[src/rtl/perf_counter_ctrl_if.sv]
// CSR access bundle between the core's CSR unit (master) and perf_counter_ctrl (slave).
// valid/ready: csr_req is a one-cycle request that is always accepted; csr_ack answers it exactly one cycle later.
interface perf_counter_ctrl_if;
    logic        csr_req;
    logic        csr_we;
    logic [3:0]  csr_addr;
    logic [31:0] csr_wdata;
    logic        csr_ack;
    logic [31:0] csr_rdata;
    logic        csr_err;

    modport master (
        output csr_req, csr_we, csr_addr, csr_wdata,
        input  csr_ack, csr_rdata, csr_err
    );

    modport slave (
        input  csr_req, csr_we, csr_addr, csr_wdata,
        output csr_ack, csr_rdata, csr_err
    );
endinterface

[src/rtl/perf_counter_ctrl.sv]
// Performance counter bank controller: CSR block, count-enable gating,
// measurement-window FSM and cycle-counter overflow interrupt.
module perf_counter_ctrl #(
    parameter int NUM_EVENTS = 32,
    parameter int CNT_W      = 32
) (
    input  logic                        clk,
    input  logic                        rst_n,
    perf_counter_ctrl_if.slave          csr,
    input  logic                        instruction_retired_i,
    input  logic [NUM_EVENTS-1:0]       event_signals_i,
    output logic                        cycle_count_en_o,
    output logic                        instret_gated_o,
    output logic [NUM_EVENTS-1:0]       event_gated_o,
    input  logic [CNT_W-1:0]            cycle_count_i,
    input  logic [CNT_W-1:0]            instret_count_i,
    input  logic [NUM_EVENTS*CNT_W-1:0] event_counts_flat_i,
    output logic                        irq_o,
    output logic [1:0]                  state_dbg_o
);

    typedef enum logic [1:0] {IDLE = 2'd0, RUN = 2'd1, DONE = 2'd2} state_t;

    state_t          state_q, state_d;
    logic            cyc_en_q, ins_en_q, win_mode_q, frz_q, irq_en_q;
    logic [31:0]     evmask_q, window_q, remain_q, remain_d;
    logic [4:0]      evsel_q;
    logic            done_q, done_d, ovf_q, ovf_d, done_set, ovf_set;
    logic            ack_q, err_q, irq_q;
    logic [31:0]     rdata_q, rd_mux;
    logic            unmapped;
    logic            wr, wr_ctrl, wr_status, start, stop;
    logic            active, gate;

    assign wr        = csr.csr_req & csr.csr_we;
    assign wr_ctrl   = wr & (csr.csr_addr == 4'd0);
    assign wr_status = wr & (csr.csr_addr == 4'd3);
    assign start     = wr_ctrl & csr.csr_wdata[5];
    assign stop      = wr_ctrl & csr.csr_wdata[6];

    assign active           = ~win_mode_q | (state_q == RUN);
    assign gate             = active & ~(frz_q & ovf_q);
    assign cycle_count_en_o = cyc_en_q & gate;
    assign instret_gated_o  = instruction_retired_i & ins_en_q & gate;
    assign event_gated_o    = event_signals_i & evmask_q & {NUM_EVENTS{gate}};
    assign irq_o            = irq_q;
    assign state_dbg_o      = state_q;

    assign csr.csr_ack   = ack_q;
    assign csr.csr_rdata = rdata_q;
    assign csr.csr_err   = err_q;

    always_comb begin
        state_d  = state_q;
        remain_d = remain_q;
        done_set = 1'b0;
        if (state_q == RUN) begin
            if (remain_q == 32'd1) begin
                state_d  = DONE;
                remain_d = '0;
                done_set = 1'b1;
            end else begin
                remain_d = remain_q - 32'd1;
            end
        end
        // stop beats start in the same write; stop also leaves DONE for IDLE
        if (stop) begin
            state_d  = IDLE;
            remain_d = remain_q;
            done_set = 1'b0;
        end else if (start) begin
            remain_d = window_q;
            if (window_q != 32'd0) begin
                state_d = RUN;
            end else begin
                state_d  = DONE;
                done_set = 1'b1;
            end
        end
    end

    assign ovf_set = (cycle_count_i == {CNT_W{1'b1}}) & cycle_count_en_o;
    assign done_d  = done_set | (done_q & ~(wr_status & csr.csr_wdata[2]));
    assign ovf_d   = ovf_set  | (ovf_q  & ~(wr_status & csr.csr_wdata[3]));

    always_comb begin
        rd_mux   = '0;
        unmapped = 1'b0;
        case (csr.csr_addr)
            4'd0:    rd_mux = {27'd0, irq_en_q, frz_q, win_mode_q, ins_en_q, cyc_en_q};
            4'd1:    rd_mux = evmask_q;
            4'd2:    rd_mux = window_q;
            4'd3:    rd_mux = {28'd0, ovf_q, done_q, state_q};
            4'd4:    rd_mux = remain_q;
            4'd5:    rd_mux = cycle_count_i;
            4'd6:    rd_mux = instret_count_i;
            4'd7:    rd_mux = {27'd0, evsel_q};
            4'd8:    rd_mux = event_counts_flat_i[evsel_q*CNT_W +: CNT_W];
            default: unmapped = 1'b1;
        endcase
    end

    always_ff @(posedge clk or negedge rst_n) begin
        if (!rst_n) begin
            state_q    <= IDLE;
            remain_q   <= '0;
            done_q     <= 1'b0;
            ovf_q      <= 1'b0;
            cyc_en_q   <= 1'b0;
            ins_en_q   <= 1'b0;
            win_mode_q <= 1'b0;
            frz_q      <= 1'b0;
            irq_en_q   <= 1'b0;
            evmask_q   <= '0;
            window_q   <= '0;
            evsel_q    <= '0;
            ack_q      <= 1'b0;
            rdata_q    <= '0;
            err_q      <= 1'b0;
            irq_q      <= 1'b0;
        end else begin
            state_q  <= state_d;
            remain_q <= remain_d;
            done_q   <= done_d;
            ovf_q    <= ovf_d;
            irq_q    <= irq_en_q & (done_q | ovf_q);
            ack_q    <= csr.csr_req;
            err_q    <= csr.csr_req & unmapped;
            rdata_q  <= (csr.csr_req & ~csr.csr_we) ? rd_mux : '0;
            if (wr_ctrl) begin
                cyc_en_q   <= csr.csr_wdata[0];
                ins_en_q   <= csr.csr_wdata[1];
                win_mode_q <= csr.csr_wdata[2];
                frz_q      <= csr.csr_wdata[3];
                irq_en_q   <= csr.csr_wdata[4];
            end
            if (wr && csr.csr_addr == 4'd1) evmask_q <= csr.csr_wdata;
            if (wr && csr.csr_addr == 4'd2) window_q <= csr.csr_wdata;
            if (wr && csr.csr_addr == 4'd7) evsel_q  <= csr.csr_wdata[4:0];
        end
    end

endmodule

[src/flat_wrapper.sv]
// flat-port wrapper written by rule: the top's interface ports become plain ports
module perf_counter_ctrl_flat 
#(
    parameter int NUM_EVENTS = 32,
    parameter int CNT_W      = 32
)
  (clk, rst_n, instruction_retired_i, event_signals_i, cycle_count_en_o, instret_gated_o, event_gated_o, cycle_count_i, instret_count_i, event_counts_flat_i, irq_o, state_dbg_o, csr_csr_req, csr_csr_we, csr_csr_addr, csr_csr_wdata, csr_csr_ack, csr_csr_rdata, csr_csr_err);
  perf_counter_ctrl_if csr_i ();
  input  logic clk;
  input  logic rst_n;
  input  logic instruction_retired_i;
  input  logic [NUM_EVENTS-1:0] event_signals_i;
  output logic cycle_count_en_o;
  output logic instret_gated_o;
  output logic [NUM_EVENTS-1:0] event_gated_o;
  input  logic [CNT_W-1:0] cycle_count_i;
  input  logic [CNT_W-1:0] instret_count_i;
  input  logic [NUM_EVENTS*CNT_W-1:0] event_counts_flat_i;
  output logic irq_o;
  output logic [1:0] state_dbg_o;
  input wire logic [$bits(csr_i.csr_req)-1:0] csr_csr_req;
  input wire logic [$bits(csr_i.csr_we)-1:0] csr_csr_we;
  input wire logic [$bits(csr_i.csr_addr)-1:0] csr_csr_addr;
  input wire logic [$bits(csr_i.csr_wdata)-1:0] csr_csr_wdata;
  output wire logic [$bits(csr_i.csr_ack)-1:0] csr_csr_ack;
  output wire logic [$bits(csr_i.csr_rdata)-1:0] csr_csr_rdata;
  output wire logic [$bits(csr_i.csr_err)-1:0] csr_csr_err;
  assign csr_i.csr_req = csr_csr_req;
  assign csr_i.csr_we = csr_csr_we;
  assign csr_i.csr_addr = csr_csr_addr;
  assign csr_i.csr_wdata = csr_csr_wdata;
  assign csr_csr_ack = csr_i.csr_ack;
  assign csr_csr_rdata = csr_i.csr_rdata;
  assign csr_csr_err = csr_i.csr_err;
  perf_counter_ctrl #(.NUM_EVENTS(NUM_EVENTS), .CNT_W(CNT_W)) u_core (.clk(clk), .rst_n(rst_n), .csr(csr_i), .instruction_retired_i(instruction_retired_i), .event_signals_i(event_signals_i), .cycle_count_en_o(cycle_count_en_o), .instret_gated_o(instret_gated_o), .event_gated_o(event_gated_o), .cycle_count_i(cycle_count_i), .instret_count_i(instret_count_i), .event_counts_flat_i(event_counts_flat_i), .irq_o(irq_o), .state_dbg_o(state_dbg_o));
endmodule
[config.mk]
export PLATFORM = sky130hd
export DESIGN_NAME = perf_counter_ctrl_flat
export DESIGN_NICKNAME = d
export VERILOG_FILES = /design/src/rtl/perf_counter_ctrl_if.sv /design/src/rtl/perf_counter_ctrl.sv /design/src/flat_wrapper.sv
export SDC_FILE = /design/constraint.sdc
export NUM_CORES = 1
export LEC_CHECK = 0
export BUFFER_PORTS_ARGS = -buffer_cell sky130_fd_sc_hd__buf_2
export CORE_AREA = 2 2 474 476
export CTS_CLUSTER_SIZE = 16
export DETAILED_ROUTE_END_ITERATION = 10
export DIE_AREA = 0 0 476 478
export GPL_TIMING_DRIVEN = 0
export PLACE_DENSITY = 0.3
export REMOVE_ABC_BUFFERS = 1
export SETUP_SLACK_MARGIN = 0.15
export SYNTH_ARGS = -nofsm -noshare
export SYNTH_HDL_FRONTEND = slang
export SYNTH_SLANG_ARGS = --single-unit
[constraint.sdc]
create_clock -name clk -period 2.3 [get_ports clk]
set_input_delay 0.46 -clock clk [delete_from_list [all_inputs] [get_ports clk]]
set_output_delay 0.46 -clock clk [all_outputs]
set_load 0.02 [all_outputs]
==> results by group, run 1 <==
STA
  • Clock period minus final worst setup slack: 2.52 ns
  • Final Cycle Share: 110%
  • Clock Skews: around 0.034 ns
  • Hold_ws: 0.170 ns
  • Count of final setup violators: 60
  • Least-Margin Pin Slew: around 0.97 ns
  • Final Max Slew Viols: 0
  • Fin. Hold Viols: 0
  • Max-slew headroom: between 30% and 40%
  • Unrepaired setup endpoints after global routing: true
  • FMAX: between 0.3 and 0.4 GHz
  • Final WS setup: -0.223 ns

Worst setup path
  • Setup CP Type: register to register
  • CP max-delay cell: mux4_2
  • Crit path max fanout: 8
  • CP Launch Type: register
  • Crit path buf inv count: 3
  • Crit path cell chain: buf_12 > buf_16 > buf_16 > mux4_2 > mux2_4 > o21ai_2 > a21oi_2 > a211o_1
  • Required @ worst endpoint: around 2.7 ns
  • Worst path arrival time: just under 3 ns
  • Largest delay share family, worst path: multiplexers
  • Crit end category: register
  • Cell with the most instances on the worst path: buf_16
  • Peak per-stage delay on the critical path: around 0.50 ns

Place
  • Final Wtd Congestion: a little under 0.9
  • IO Port Bufs: approximately 1200
  • Place WS: -1.74 ns
  • Dpl cell area: 26100 um2
  • DP Wirelength: 149000 um

Detailed routing
  • Drt total wl: 191000 um
  • Via count: approximately 21000
  • Initial DRT Pass Iterations: 5
  • DR WL/cell: around 33 um
  • DRC viols: 0
  • ANT nets after route: 0
  • Vias/cell: around 3.7
  • DRT iter0 DRCs: approximately 1600

Floorplan
  • Starting Density: ~7%
  • Site Rows: between 150 and 200
  • Die Wd: around 480 um
  • Boundary pin count: around 1200
  • Die Height: 478 um
  • Core footprint: approximately 220000 um2
  • Die ar.: around 230000 um2

Yosys
  • Syn. warnings: 0
  • Top FF cell, synth: dfrtp_1
  • Post-synth EDFFs: 0
  • Mapped Cells: between 1000 and 1500
  • #FFs+latches synth: approximately 150
  • Ys async rst share: 100%
  • Synthesized area: ~16000 um2
  • Post-synthesis sequential area ratio: 23.2%
  • Unique cell type count in the Yosys netlist: 70
  • Mapped Avg Cell Area: about 12 um2

Worst hold path
  • Hold Path Class: primary input to register

Clock network
  • Reg clk slew, reported paths: ~0.11 ns
  • Clock buffer depth: 2
  • Total CTS buffers: 17
  • H-tree Lvls: 4
  • Worst skew pair latency: 0.55 ns
  • Clk sinks: about 150
  • Clk Tree Root Cell: clkbuf_16
  • CTS tree: yes

Outcome
  • Failing checks: negative setup slack
  • Status: finished with violations

Flow run
  • Max cap viols: 0

Cells and area
  • Post-layout util: between 10% and 20%
  • Most common cell after layout, fill and taps aside: buf_2
  • Area Overhead vs Synth: 103%
  • Nets: between 3000 and 4000
  • Layout Cell Area excl Fill: roughly 32000 um2
  • Share of cells above drive strength 1: between 70% and 80%
  • Commonest cells after routing, fill and taps aside: buf_2 (1195), mux4_2 (256), dfrtp_1 (124)

Global routing
  • Vias in the first global route: 21300
  • Initial antenna violation count: just over 200
  • GRT overflow: 0
  • Met2 Resource Use GR: 27.3%
  • Grt met1 use: between 10% and 20%
  • Global-route wire length before repair: 233000 um
  • Pin count of the biggest net entering global routing: between 70 and 80
  • M3 GR Usage: slightly below 5%
  • Top Usage Layer GRT: met2
  • GRT Resource Usage Total: between 10% and 20%

Power
  • Pwr Total: between 0.015 and 0.02 W
  • PD cells: approximately 600 nW/um2
  • Leak: roughly 13 nW
  • VDD IR-drop max: 0.000563 V
-- cell families after synthesis --
family          share of synthesized area, %
compound gates                          16.9
fa+ha+maj                              0.160
buf+inv                                 4.26
flops                                   23.2
mux                                     45.5
simple gates                            10.0
-- report_power, final --
part	total (W)	switching, W	internal (W)
logic	0.0119	0.00573	0.00619
clock network	0.00365	0.00178	0.00187
registers	0.00360	0.000705	0.00290
total	0.0192	0.00821	0.0110
-- routing by layer --
metal | share of wire [%] | vias up
li1 | - | 8601
met1 | 40 | 10700
met2 | 48 | 1391
met3 | 8.8 | 380
met4 | 3.5 | 98
met5 | 0.33 | -
-- cell usage after synthesis (4+ instances only) --
master / count / area (um2)
nor2_1: 27 / 101
buf_1: 29 / 109
a21oi_1: 62 / 310
mux2i_1: 38 / 380
nand2b_1: 4 / 25.0
nor3b_1: 4 / 30.0
nor4_1: 22 / 138
o311ai_0: 5 / 43.8
clkbuf_1: 76 / 285
o21ai_0: 37 / 185
a32oi_1: 5 / 43.8
nand4_1: 16 / 100
o211ai_1: 8 / 60.1
mux4_2: 256 / 5770
inv_1: 9 / 33.8
a31oi_1: 28 / 175
nor3_1: 19 / 95.1
or2_2: 5 / 31.3
a22o_1: 6 / 52.6
dfrtp_1: 145 / 3630
and3_1: 39 / 244
and2_1: 4 / 25.0
nand2_1: 61 / 229
a211o_1: 31 / 272
nand3_1: 18 / 90.1
a222oi_1: 7 / 70.1
a211oi_1: 23 / 173
a221o_1: 4 / 40.0
nor2b_1: 22 / 138
a22oi_1: 131 / 983
or4_1: 9 / 67.6
mux2_2: 86 / 968
buf_2: 41 / 205
-- registers in the layout (all words and copies together), names as in the netlist --
register and cells:
u_core.ovf_q 1, u_core.evsel_q 5, u_core.evmask_q 32, u_core.irq_en_q 1
u_core.state_dbg_o 2, u_core.csr.csr_rdata 32, u_core.irq_o 1, u_core.cyc_en_q 1
u_core.csr.csr_err 1, u_core.frz_q 1, u_core.done_q 1, u_core.csr.csr_ack 1
u_core.ins_en_q 1, u_core.win_mode_q 1, u_core.remain_q 32, u_core.window_q 32
-- repair_timing --
action | CTS | global route
pin swaps | 115 | 71
endpoints found under the hold margin | 16 | 0
setup buffers | 133 | 61
setup endpoints to repair | 140 | 101
hold buffers | 1 | 0
cloned | 42 | 7
gates resized for setup | 366 | 165
-- path summary, 6_finish.rpt --
check | start | end | slack, ns | cells after the start
worst max-delay path | u_core.evsel_q[1] | u_core.csr.csr_rdata[24] | -0.22 | 8
worst min-delay path | csr_csr_wdata[19] | u_core.evmask_q[19] | 0.17 | 2
worst max register to register | u_core.evsel_q[1] | u_core.csr.csr_rdata[24] | -0.22 | 8
worst min register to register | u_core.cyc_en_q | u_core.cyc_en_q | 0.54 | 1
max in group asynchronous | rst_n | u_core.remain_q[18] | 0.67 | 3
min in group asynchronous | rst_n | u_core.csr.csr_rdata[13] | 0.55 | 2
-- per-stage QoR --
stage	TNS, ns	cells
6_report	-6.10	5781
5_1_grt	-10.66	5760
4_1_cts	-7.84	5671
3_5_place_dp	-126.15	5463
3_3_place_gp	-1533.45	5409
2_1_floorplan	-362.52	1186
-- layout make-up --
| type | count | area, um2 |
|---|---|---|
| Fill cell | 25400 | 191000 |
| Sequential cell | 145 | 3660 |
| Clock buffer | 19 | 443 |
| Multi-Input combinational cell | 1038 | 12800 |
| Inverter | 9 | 33.8 |
| Clock inverter | 13 | 196 |
| Tap cell | 2992 | 3740 |
| Timing Repair Buffer | 1523 | 10900 |
| Antenna cell | 42 | 105 |
Power figures use the tool's default switching activity.
==> inputs of run 2 (changes only) <==
CTS_BUF_LIST = sky130_fd_sc_hd__clkbuf_8 sky130_fd_sc_hd__clkbuf_16   (was unset)
==> run 2 against run 1 <==
The run still ends with negative setup slack left. Worst hold slack stayed put. Non-clock buffer count did not move. Count of clock-buffer cells in the layout shrank 1. Setup slack about the same. First-iteration DRC count is 0.13% higher. Core utilization unchanged. Die area unchanged. Register-to-register slack about the same. Combinational power hardly changed. Clock skew about the same. Via count hardly changed.
==> results by group, run 2 (synthesis results as in run 1) <==
Global routing
  • GRT overflow: 0 (unchanged)
  • Initial antenna violation count: 202 (unchanged)
  • GRT Resource Usage Total: 16.0% (unchanged)
  • Global-route wire length before repair: 233000 um (unchanged)
  • Pin count of the biggest net entering global routing: 78 (unchanged)
  • Vias in the first global route: 21300 (unchanged)

Detailed routing
  • DRT iter0 DRCs: 1557 (was 1555)
  • DRC viols: 0 (unchanged)
  • ANT nets after route: 0 (unchanged)
  • DR WL/cell: 33.1 um (about the same)
  • Via count: 21200 (about the same)
  • Initial DRT Pass Iterations: 5 (unchanged)
  • Vias/cell: 3.66 (about the same)
  • Drt total wl: 191000 um (about the same)

Outcome
  • Failing checks: negative setup slack (unchanged)
  • Status: finished with violations (unchanged)

Clock network
  • Worst skew pair latency: 0.55 ns (about the same)
  • Clk Tree Root Cell: clkbuf_16 (unchanged)
  • Total CTS buffers: 17 (unchanged)
  • H-tree Lvls: 4 (unchanged)
  • Clock buffer depth: 2 (unchanged)
  • Reg clk slew, reported paths: 0.11 ns (about the same)
  • CTS tree: yes (unchanged)
  • Clk sinks: 145 (unchanged)

Cells and area
  • Share of cells above drive strength 1: 78.7% (unchanged)
  • Commonest cells after routing, fill and taps aside: buf_2 (1195), mux4_2 (256), dfrtp_1 (124) (unchanged)
  • Post-layout util: 14.3% (unchanged)
  • Layout Cell Area excl Fill: 31900 um2 (unchanged)
  • Nets: 3897 (unchanged)
  • Most common cell after layout, fill and taps aside: buf_2 (unchanged)
  • Area Overhead vs Synth: 103% (unchanged)

Place
  • Final Wtd Congestion: 0.888 (unchanged)
  • Place WS: -1.74 ns (unchanged)
  • IO Port Bufs: 1231 (unchanged)
  • DP Wirelength: 149000 um (unchanged)
  • Dpl cell area: 26100 um2 (unchanged)

STA
  • Least-Margin Pin Slew: 0.965 ns (unchanged)
  • Clock Skews: 0.0345 ns (was 0.0344 ns)
  • Final Cycle Share: 110% (about the same)
  • FMAX: 0.396 GHz (about the same)
  • TNS Setup: -6.10 ns (about the same)
  • Count of final setup violators: 60 (unchanged)
  • Fin. Hold Viols: 0 (unchanged)
  • Unrepaired setup endpoints after global routing: true (unchanged)
  • Clock period minus final worst setup slack: 2.52 ns (about the same)
  • Final Max Slew Viols: 0 (unchanged)
  • Max-slew headroom: 35.2% (unchanged)
  • Final WS setup: -0.223 ns (about the same)

Power
  • Seq pwr share: 18.8% (about the same)
  • PD cells: 602 nW/um2 (about the same)
  • Clock Power Share: 19.0% (about the same)
  • Pwr Total: 0.0192 W (about the same)
  • Comb power frac: 62.2% (about the same)
  • VDD IR-drop max: 0.000563 V (about the same)
  • Leak: 13.1 nW (about the same)
  • Internal: 0.0110 W (about the same)
  • Switching share of power: 42.9% (was 42.8%)
  • Psw: 0.00822 W (was 0.00821 W)

Worst setup path
  • Crit path max fanout: 8 (unchanged)
  • Peak per-stage delay on the critical path: 0.50 ns (about the same)
  • Largest delay share family, worst path: multiplexers (unchanged)
  • Crit path cell chain: buf_12 > buf_16 > buf_16 > mux4_2 > mux2_4 > o21ai_2 > a21oi_2 > a211o_1 (unchanged)
  • CP startpoint: u_core.evsel_q[1] (unchanged)
  • CP max-delay cell: mux4_2 (unchanged)
  • Worst path arrival time: 2.91 ns (about the same)
  • Cell with the most instances on the worst path: buf_16 (unchanged)
  • CP Launch Type: register (unchanged)
  • R2r worst-path depth: 8 (unchanged)
  • Setup CP Type: register to register (unchanged)
  • Flop2flop setup slack: -0.22 ns (about the same)
  • Worst r2r dst: u_core.csr.csr_rdata[24] (unchanged)
  • Crit path buf inv count: 3 (unchanged)
  • Reg-to-Reg Start: u_core.evsel_q[1] (unchanged)
  • Required @ worst endpoint: 2.69 ns (about the same)
  • Crit end category: register (unchanged)

Floorplan
  • Die Height: 478 um (unchanged)
  • Core footprint: 223000 um2 (unchanged)
  • Starting Density: 7.02% (unchanged)
  • Die ar.: 228000 um2 (unchanged)
  • Site Rows: 174 (unchanged)
  • Boundary pin count: 1232 (unchanged)
  • Die Wd: 476 um (unchanged)

Flow run
  • Max cap viols: 0 (unchanged)

Worst hold path
  • Cells on Worst Hold Path: 2 (unchanged)
  • Min-delay src: csr_csr_wdata[19] (unchanged)
  • Hold Path Class: primary input to register (unchanged)
  • Hold EP: u_core.evmask_q[19] (unchanged)
run 2: what timing repair did:
item / in CTS / in global routing
cloned: 42 / 7
hold buffers: 1 / 0
resized for setup: 366 / 165
setup buffers: 133 / 61
pin swaps: 115 / 71
endpoints found under the hold margin: 16 / 0
setup endpoints to repair: 140 / 101
run 2: worst max path at each step:
stage / to / slack (ns) / depth (start not counted)
after floorplan: u_core.csr.csr_rdata[4] / -7.38 / 4
after global placement: u_core.csr.csr_rdata[4] / -16.12 / 4
after detailed placement: u_core.remain_q[17] / -1.74 / 6
after CTS: event_gated_o[26] / -0.22 / 6
after global routing: event_gated_o[28] / -0.26 / 6
final: u_core.csr.csr_rdata[24] / -0.22 / 8
run 2: power by group through the flow:
stage	clock (W)	combinational [W]	sequential, W
after global routing	0.00390	0.0125	0.00366
after CTS	0.00387	0.0114	0.00362
after floorplan	0	0.00431	0.00383
after detailed placement	0	0.00782	0.00389
final	0.00364	0.0119	0.00360
after global placement	0	0.00643	0.00443
run 2: metrics by stage:
step / instances / hold slack [ns]
finish: 5781 / 0.170
floorplan: 1186 / 0.164
CTS: 5671 / 0.111
detailed placement: 5463 / 0.524
global placement: 5409 / 0.519
global route: 5760 / 0.131
run 2: layout make-up:
type | count | area (um2)
fillers | 25400 | 191000
multi-input cells | 1038 | 12800
repair buffers | 1523 | 10900
well taps | 2992 | 3740
flip-flops and latches | 145 | 3660
clock buffers | 18 | 439
clock inverters | 14 | 200
diodes | 42 | 105
inverters | 9 | 33.8
run 2: layer usage:
metal	GRT usage, %	up-vias	routed length, um
li1	-	8601	-
met1	19.4	10700	75900
met2	27.3	1391	91400
met3	4.81	380	16800
met4	4.29	98	6650
met5	0	-	634
